[src/rtl/csi_rx_pkg.sv]
// Shared definitions for the CSI-2 receiver: link-training state encoding and default timing.
package csi_rx_pkg;

    typedef enum logic [2:0] {
        ST_IDLE,
        ST_LOAD,
        ST_SETTLE,
        ST_DWELL,
        ST_EVAL,
        ST_CENTER,
        ST_RUN,
        ST_FAIL
    } train_state_t;

    localparam int TAP_W_DEF   = 5;
    localparam int SETTLE_DEF  = 16;
    localparam int DWELL_DEF   = 4096;
    localparam int MIN_EYE_DEF = 3;
    localparam int ERR_MAX_DEF = 8;

endpackage

[src/rtl/csi_rx_eye_track.sv]
// Tracks contiguous runs of good IDELAY taps during a sweep and reports the centre of the widest eye.
module csi_rx_eye_track
    import csi_rx_pkg::*;
#(
    parameter int TAP_W = TAP_W_DEF
)(
    input  logic             byte_clock,
    input  logic             reset_n,
    input  logic             clear,
    input  logic             eval,
    input  logic             hit,
    input  logic [TAP_W-1:0] tap,
    output logic [TAP_W:0]   best_len,
    output logic [TAP_W-1:0] centre_tap
);

    logic [TAP_W:0]   run_len;
    logic [TAP_W:0]   run_len_nxt;
    logic [TAP_W-1:0] run_start;
    logic [TAP_W-1:0] run_start_nxt;
    logic [TAP_W-1:0] best_start;

    function automatic logic [TAP_W-1:0] eye_centre(input logic [TAP_W-1:0] start,
                                                    input logic [TAP_W:0]   len);
        return TAP_W'({1'b0, start} + (len >> 1));
    endfunction

    always_comb begin
        run_len_nxt   = hit ? run_len + 1'b1 : '0;
        run_start_nxt = (hit && run_len == '0) ? tap : run_start;
    end

    // Best window follows the growing run, so a run still open at the last tap is already counted.
    always_ff @(posedge byte_clock or negedge reset_n) begin
        if (!reset_n) begin
            run_len    <= '0;
            run_start  <= '0;
            best_len   <= '0;
            best_start <= '0;
        end else if (clear) begin
            run_len    <= '0;
            run_start  <= '0;
            best_len   <= '0;
            best_start <= '0;
        end else if (eval) begin
            run_len   <= run_len_nxt;
            run_start <= run_start_nxt;
            if (run_len_nxt > best_len) begin
                best_len   <= run_len_nxt;
                best_start <= run_start_nxt;
            end
        end
    end

    assign centre_tap = eye_centre(best_start, best_len);

endmodule

[src/rtl/csi_rx_link_train.sv]
// D-PHY lane deskew trainer: sweeps IDELAY taps per lane, centres each lane in its widest eye,
// then monitors packet errors and retrains when they accumulate.
module csi_rx_link_train
    import csi_rx_pkg::*;
#(
    parameter int NLANES  = 2,
    parameter int TAP_W   = TAP_W_DEF,
    parameter int SETTLE  = SETTLE_DEF,
    parameter int DWELL   = DWELL_DEF,
    parameter int MIN_EYE = MIN_EYE_DEF,
    parameter int ERR_MAX = ERR_MAX_DEF
)(
    input  logic                    byte_clock,
    input  logic                    reset_n,
    input  logic                    clk_det_reset,
    input  logic [NLANES-1:0]       sync_ok,
    input  logic                    err_pulse,
    input  logic                    retrain,
    output logic                    lane_en,
    output logic [NLANES-1:0]       dly_ld,
    output logic [NLANES*TAP_W-1:0] dly_tap,
    output logic                    link_up,
    output logic                    link_fail
);

    localparam int LANE_W = (NLANES > 1) ? $clog2(NLANES) : 1;
    localparam int CNT_W  = $clog2(((SETTLE > DWELL) ? SETTLE : DWELL) + 1);
    localparam int ERR_W  = $clog2(ERR_MAX + 1);

    train_state_t      state;
    logic [LANE_W-1:0] lane;
    logic [TAP_W-1:0]  tap;
    logic [CNT_W-1:0]  cnt;
    logic [ERR_W-1:0]  err_cnt;
    logic              hit;
    logic [1:0]        reset_in_demet;
    logic              trk_clear;
    logic              trk_eval;
    logic [TAP_W:0]    best_len;
    logic [TAP_W-1:0]  centre_tap;

    function automatic logic [ERR_W-1:0] err_sat_inc(input logic [ERR_W-1:0] v);
        return (v == ERR_W'(ERR_MAX)) ? v : v + 1'b1;
    endfunction

    // Reset asserts asynchronously but only releases the FSM on a byte_clock edge.
    always_ff @(posedge byte_clock or negedge reset_n) begin
        if (!reset_n) reset_in_demet <= 2'b00;
        else          reset_in_demet <= {reset_in_demet[0], 1'b1};
    end

    assign trk_eval  = (state == ST_EVAL);
    assign trk_clear = clk_det_reset | retrain |
                       (state inside {ST_IDLE, ST_CENTER, ST_RUN, ST_FAIL});

    csi_rx_eye_track #(.TAP_W(TAP_W)) u_eye_track (
        .byte_clock (byte_clock),
        .reset_n    (reset_n),
        .clear      (trk_clear),
        .eval       (trk_eval),
        .hit        (hit),
        .tap        (tap),
        .best_len   (best_len),
        .centre_tap (centre_tap)
    );

    always_ff @(posedge byte_clock or negedge reset_n) begin
        if (!reset_n) begin
            state     <= ST_IDLE;
            lane      <= '0;
            tap       <= '0;
            cnt       <= '0;
            err_cnt   <= '0;
            hit       <= 1'b0;
            dly_ld    <= '0;
            dly_tap   <= '0;
            lane_en   <= 1'b0;
            link_up   <= 1'b0;
            link_fail <= 1'b0;
        end else begin
            dly_ld <= '0;
            if (clk_det_reset) begin
                state     <= ST_IDLE;
                cnt       <= '0;
                err_cnt   <= '0;
                lane_en   <= 1'b0;
                link_up   <= 1'b0;
                link_fail <= 1'b0;
            end else if (retrain && state != ST_IDLE) begin
                state     <= ST_LOAD;
                lane      <= '0;
                tap       <= '0;
                cnt       <= '0;
                err_cnt   <= '0;
                lane_en   <= 1'b1;
                link_up   <= 1'b0;
                link_fail <= 1'b0;
            end else begin
                case (state)
                    ST_IDLE: begin
                        if (reset_in_demet[1]) begin
                            state   <= ST_LOAD;
                            lane    <= '0;
                            tap     <= '0;
                            lane_en <= 1'b1;
                        end
                    end
                    ST_LOAD: begin
                        dly_tap[lane*TAP_W +: TAP_W] <= tap;
                        dly_ld[lane]                 <= 1'b1;
                        cnt                          <= '0;
                        state                        <= ST_SETTLE;
                    end
                    ST_SETTLE: begin
                        if (cnt == CNT_W'(SETTLE - 1)) begin
                            cnt   <= '0;
                            hit   <= 1'b0;
                            state <= ST_DWELL;
                        end else begin
                            cnt <= cnt + 1'b1;
                        end
                    end
                    ST_DWELL: begin
                        if (sync_ok[lane]) hit <= 1'b1;
                        if (cnt == CNT_W'(DWELL - 1)) begin
                            cnt   <= '0;
                            state <= ST_EVAL;
                        end else begin
                            cnt <= cnt + 1'b1;
                        end
                    end
                    ST_EVAL: begin
                        if (tap == '1) begin
                            state <= ST_CENTER;
                        end else begin
                            tap   <= tap + 1'b1;
                            state <= ST_LOAD;
                        end
                    end
                    ST_CENTER: begin
                        if (best_len < (TAP_W+1)'(MIN_EYE)) begin
                            link_fail <= 1'b1;
                            state     <= ST_FAIL;
                        end else begin
                            dly_tap[lane*TAP_W +: TAP_W] <= centre_tap;
                            dly_ld[lane]                 <= 1'b1;
                            if (lane == LANE_W'(NLANES - 1)) begin
                                err_cnt <= '0;
                                link_up <= 1'b1;
                                state   <= ST_RUN;
                            end else begin
                                lane  <= lane + 1'b1;
                                tap   <= '0;
                                state <= ST_LOAD;
                            end
                        end
                    end
                    ST_RUN: begin
                        if (err_pulse) begin
                            if (err_sat_inc(err_cnt) == ERR_W'(ERR_MAX)) begin
                                err_cnt <= '0;
                                lane    <= '0;
                                tap     <= '0;
                                link_up <= 1'b0;
                                state   <= ST_LOAD;
                            end else begin
                                err_cnt <= err_sat_inc(err_cnt);
                            end
                        end
                    end
                    ST_FAIL: begin
                        state <= ST_FAIL;
                    end
                    default: state <= ST_IDLE;
                endcase
            end
        end
    end

endmodule
[config.mk]
export PLATFORM = sky130hd
export DESIGN_NAME = csi_rx_link_train
export DESIGN_NICKNAME = d
export VERILOG_FILES = /design/src/rtl/csi_rx_pkg.sv /design/src/rtl/csi_rx_eye_track.sv /design/src/rtl/csi_rx_link_train.sv
export SDC_FILE = /design/constraint.sdc
export NUM_CORES = 1
export LEC_CHECK = 0
export CAP_MARGIN = 10
export CORE_ASPECT_RATIO = 0.9
export CORE_MARGIN = 2
export CORE_UTILIZATION = 40
export DETAILED_ROUTE_END_ITERATION = 12
export PLACE_DENSITY_LB_ADDON = 0.3
export SLEW_MARGIN = 40
export SYNTH_ARGS = -nofsm -noshare
export SYNTH_HDL_FRONTEND = slang
export SYNTH_SLANG_ARGS = --single-unit
[constraint.sdc]
create_clock -name byte_clock -period 2.8 [get_ports byte_clock]
set_input_delay 0.42 -clock byte_clock [delete_from_list [all_inputs] [get_ports byte_clock]]
set_output_delay 0.42 -clock byte_clock [all_outputs]
set_load 0.02 [all_outputs]
==> metrics.txt, run 1 <==
asr flop ratio synth=100.0%; cells after synthesis=443; # fillers=908; EDFF count, synth=0; Worst Tran Pin Value=around 0.80 ns; delay-heaviest family, CP=compound AO/OA/AOI/OAI gates; synth top area cells=dfrtp_1, ha_1, nand2_1, a21oi_1, mux2i_1; RSZ-0062 raised after global routing=no; outcome=complete, no violations; Crit Reg-Reg Endpoint=u_eye_track.best_start[1]$_DFFE_PN0P_; most frequent cell after synthesis=dfrtp_1; Commonest cells post-synth=dfrtp_1, nand2_1, nor2_1, a21oi_1, inv_1; clock slew at reported path FFs=0.07 ns; Psw=1026 uW; max frequency=391.2 MHz; Int Pwr=1839 uW; post-synth net total=468; vias in the first global route=3,321; placed cells=586; Die ar.=between 10,000 and 15,000 um^2; final WL=9513 um; TritonCTS clock tree=yes; worst skew pair latency=0.35 ns; gr usage total=19.31%; Max Buffers Root-to-Sink=2; Syn Area/Cell=between 9 and 10 um^2; DR WL/cell=15.83 um; CP arrival=roughly 2.8 ns; antenna violations before repair=0; area grow syn2layout=14.99%; critical path capture point type=register; Flop pwr share=42.0%; setup TNS=0 ns; met1 usage=about a quarter; CTS Buf Count=9; GRT Residual Overflow=0; portion of total power attributed to the clock network=approximately 27%; met3 usage=4.915%; CP startpoint kind=register; Non-Filler Instances=601; most area-hungry cell type in the Yosys netlist=dfrtp_1; Crit Reg-Reg Startpoint=u_eye_track.run_len[2]$_DFFE_PN0P_; Slowest-stage cell, CP=o221ai_2; DRC viols=0; Final Setup Violations=0; post-CTS setup buffer count=0; row count=34; Post-DRT Antenna Nets=0; type of the worst setup path=reg2reg; reg2reg setup slack=0.24 ns; Net Sw Frac=35.82%; fraction of layout instances using a drive strength above 1=10.32%; placed inst area=4448 um^2; CP Cell Sequence=nand3_1, or3_1, a21oi_1, ha_1, nand4_1, o221ai_2, a21oi_1, a211oi_1; Die Y=99.33 um; Critical Path RT=slightly above 3 ns; Cell Area, Synth=just over 4000 um^2; first-pass GRT wire length=16,260 um; post-DP HPWL=6866 um; Max VDD drop=around 0.48 mV; Core Footprint=9742 um^2; Via density=5.656; total number of vias=about 3,400; part of the Yosys area used for sequential elements=40.89%; clk_skew=0.006878 ns; Max Slew Vio Count=0; register bit total from synthesis=66; Pleak=0.002040 uW; n_diodes=0; Worst slew margin=46.71%; Max Cap Violations=0; Detailed Routing Iterations Pass 1=5; crit-path max cell delay=0.45 ns; Logic pwr share=a little under a third; number of distinct library cells after synthesis=67; final core utilization=47.68%; Worst Hold Class=in2async; worst path bufs/invs=0; Final nets=slightly below 500; PortBufs=21; number of top-level pins=22; initial core utilization=41.46%; post-route cell area=4644 um^2; Warnings, synthesis=0; Die X=approximately 110 um; cells on worst reg2reg path=8; critical path fanouts, max=10; Power Density=slightly above 600 nW/um^2; Final Hold Fails=0; initial DRC count=approximately 330; met2 GRT Util=29.78%; pin count of the biggest net entering global routing=67; minimum clock period=2.556 ns; post-route clock period utilization=about nine tenths; GRT Max-Usage Layer=met2; RePlAce Congestion=0.8748; Post-synth top flop=dfrtp_1; Synth top area share=approximately two fifths; clock sink count=66; Root Driver=clkbuf_8; H-tree Lvls=3; most used cell, CP=a21oi_1
sequential cells by signal (all words and copies together), names as in the netlist:
signal and flops:
state 3, u_eye_track.run_len 6, cnt 13, u_eye_track.best_len 6
reset_in_demet 2, tap 5, lane 1, link_up 1
err_cnt 4, dly_tap 10, u_eye_track.best_start 5, hit 1
dly_ld 2, lane_en 1, u_eye_track.run_start 5, link_fail 1
metrics by stage:
stage	hold WS, ns	worst slack, ns	power (uW)
final	0.08873	0.2439	2865
after global routing	0.1042	0.008458	3033
after CTS	0.08198	0.1811	2881
after detailed placement	0.3418	0.09421	2084
after global placement	0.3355	0.2170	2073
after floorplan	0.1244	0.4996	1753
placed cells by master, fill, tap and decap left out, types with 4 or more instances in the layout:
master,instances
nor2b_1,4
nand2_1,50
a21oi_1,32
xor2_1,5
mux2i_1,16
and3_1,5
inv_1,25
dfrtp_1,66
a211oi_1,6
nor3_1,9
clkdlybuf4s50_1,20
ha_1,17
a21o_1,4
clkbuf_8,10
o22ai_1,6
nor2_1,41
o31ai_1,7
nand3_1,13
o21ai_0,20
nor4_1,5
nand4_1,8
o211ai_1,16
xnor2_1,4
buf_4,13
power by group through the flow:
| stage | clock, uW | combinational (uW) | sequential, uW |
|---|---|---|---|
| after floorplan | 0 | 535 | 1220 |
| after global routing | 847 | 964 | 1220 |
| after global placement | 0 | 853 | 1220 |
| after CTS | 807 | 871 | 1200 |
| final | 786 | 875 | 1200 |
| after detailed placement | 0 | 868 | 1220 |
cell type report:
class                   count  area [um^2]  share of cell area (%)
multi-input cells         333         2230                   48.01
flip-flops and latches     66         1652                   35.56
repair buffers             35        322.8                   6.950
clock inverters             3        40.04                  0.8621
clock buffers              12        145.1                   3.125
well taps                 126        157.7                   3.394
inverters                  26        97.59                   2.101
per-layer routing:
layer / part of all wire [%] / vias up / wire length, um
li1: - / 1684 / -
met3: 5.7 / 11 / 546
met4: 1.5 / 0 / 143
met2: 47 / 92 / 4441
met5: 0 / - / 0
met1: 46 / 1612 / 4382
what timing repair did:
item / in CTS / in global routing
gates cloned: 0 / 0
hold buffers: 0 / 0
gates resized for setup: 1 / 2
pin swaps: 0 / 0
endpoints found under the setup margin: 1 / 8
how the worst max path moves through the flow:
stage,startpoint,end,slack [ns],cells after the start
3_3_place_gp,u_eye_track.run_len[2]$_DFFE_PN0P_,u_eye_track.best_start[1]$_DFFE_PN0P_,0.22,8
4_1_cts,u_eye_track.run_len[2]$_DFFE_PN0P_,u_eye_track.best_start[1]$_DFFE_PN0P_,0.18,9
5_1_grt,u_eye_track.run_len[2]$_DFFE_PN0P_,u_eye_track.best_start[1]$_DFFE_PN0P_,0.008,8
3_5_place_dp,u_eye_track.run_len[2]$_DFFE_PN0P_,u_eye_track.best_start[1]$_DFFE_PN0P_,0.09,8
6_report,u_eye_track.run_len[2]$_DFFE_PN0P_,u_eye_track.best_start[1]$_DFFE_PN0P_,0.24,8
2_1_floorplan,u_eye_track.run_len[2]$_DFFE_PN0P_,u_eye_track.best_start[0]$_DFFE_PN0P_,0.50,8
cell families (layout without fill, tap and decap cells):
logic type | Yosys count | in the layout | share of synthesized area, %
DFF | 66 | 66 | 40.89
adders and majority gates | 18 | 18 | 5.762
buffers and inverters | 44 | 76 | 4.182
other | 1 | 1 | 0.09285
and+or+nand+nor | 166 | 166 | 20.94
AOI/OAI and AO/OA | 120 | 120 | 21.28
muxes | 19 | 19 | 4.894
xor gates and xnor gates | 9 | 9 | 1.952
Note: power is estimated with default switching activity, not from simulation.
==> run 2: changes to the inputs <==
CTS_CLUSTER_DIAMETER = 120   (was not set)
==> results of run 2 <==
Final layout, timing and power as in run 1 (identical DEF).
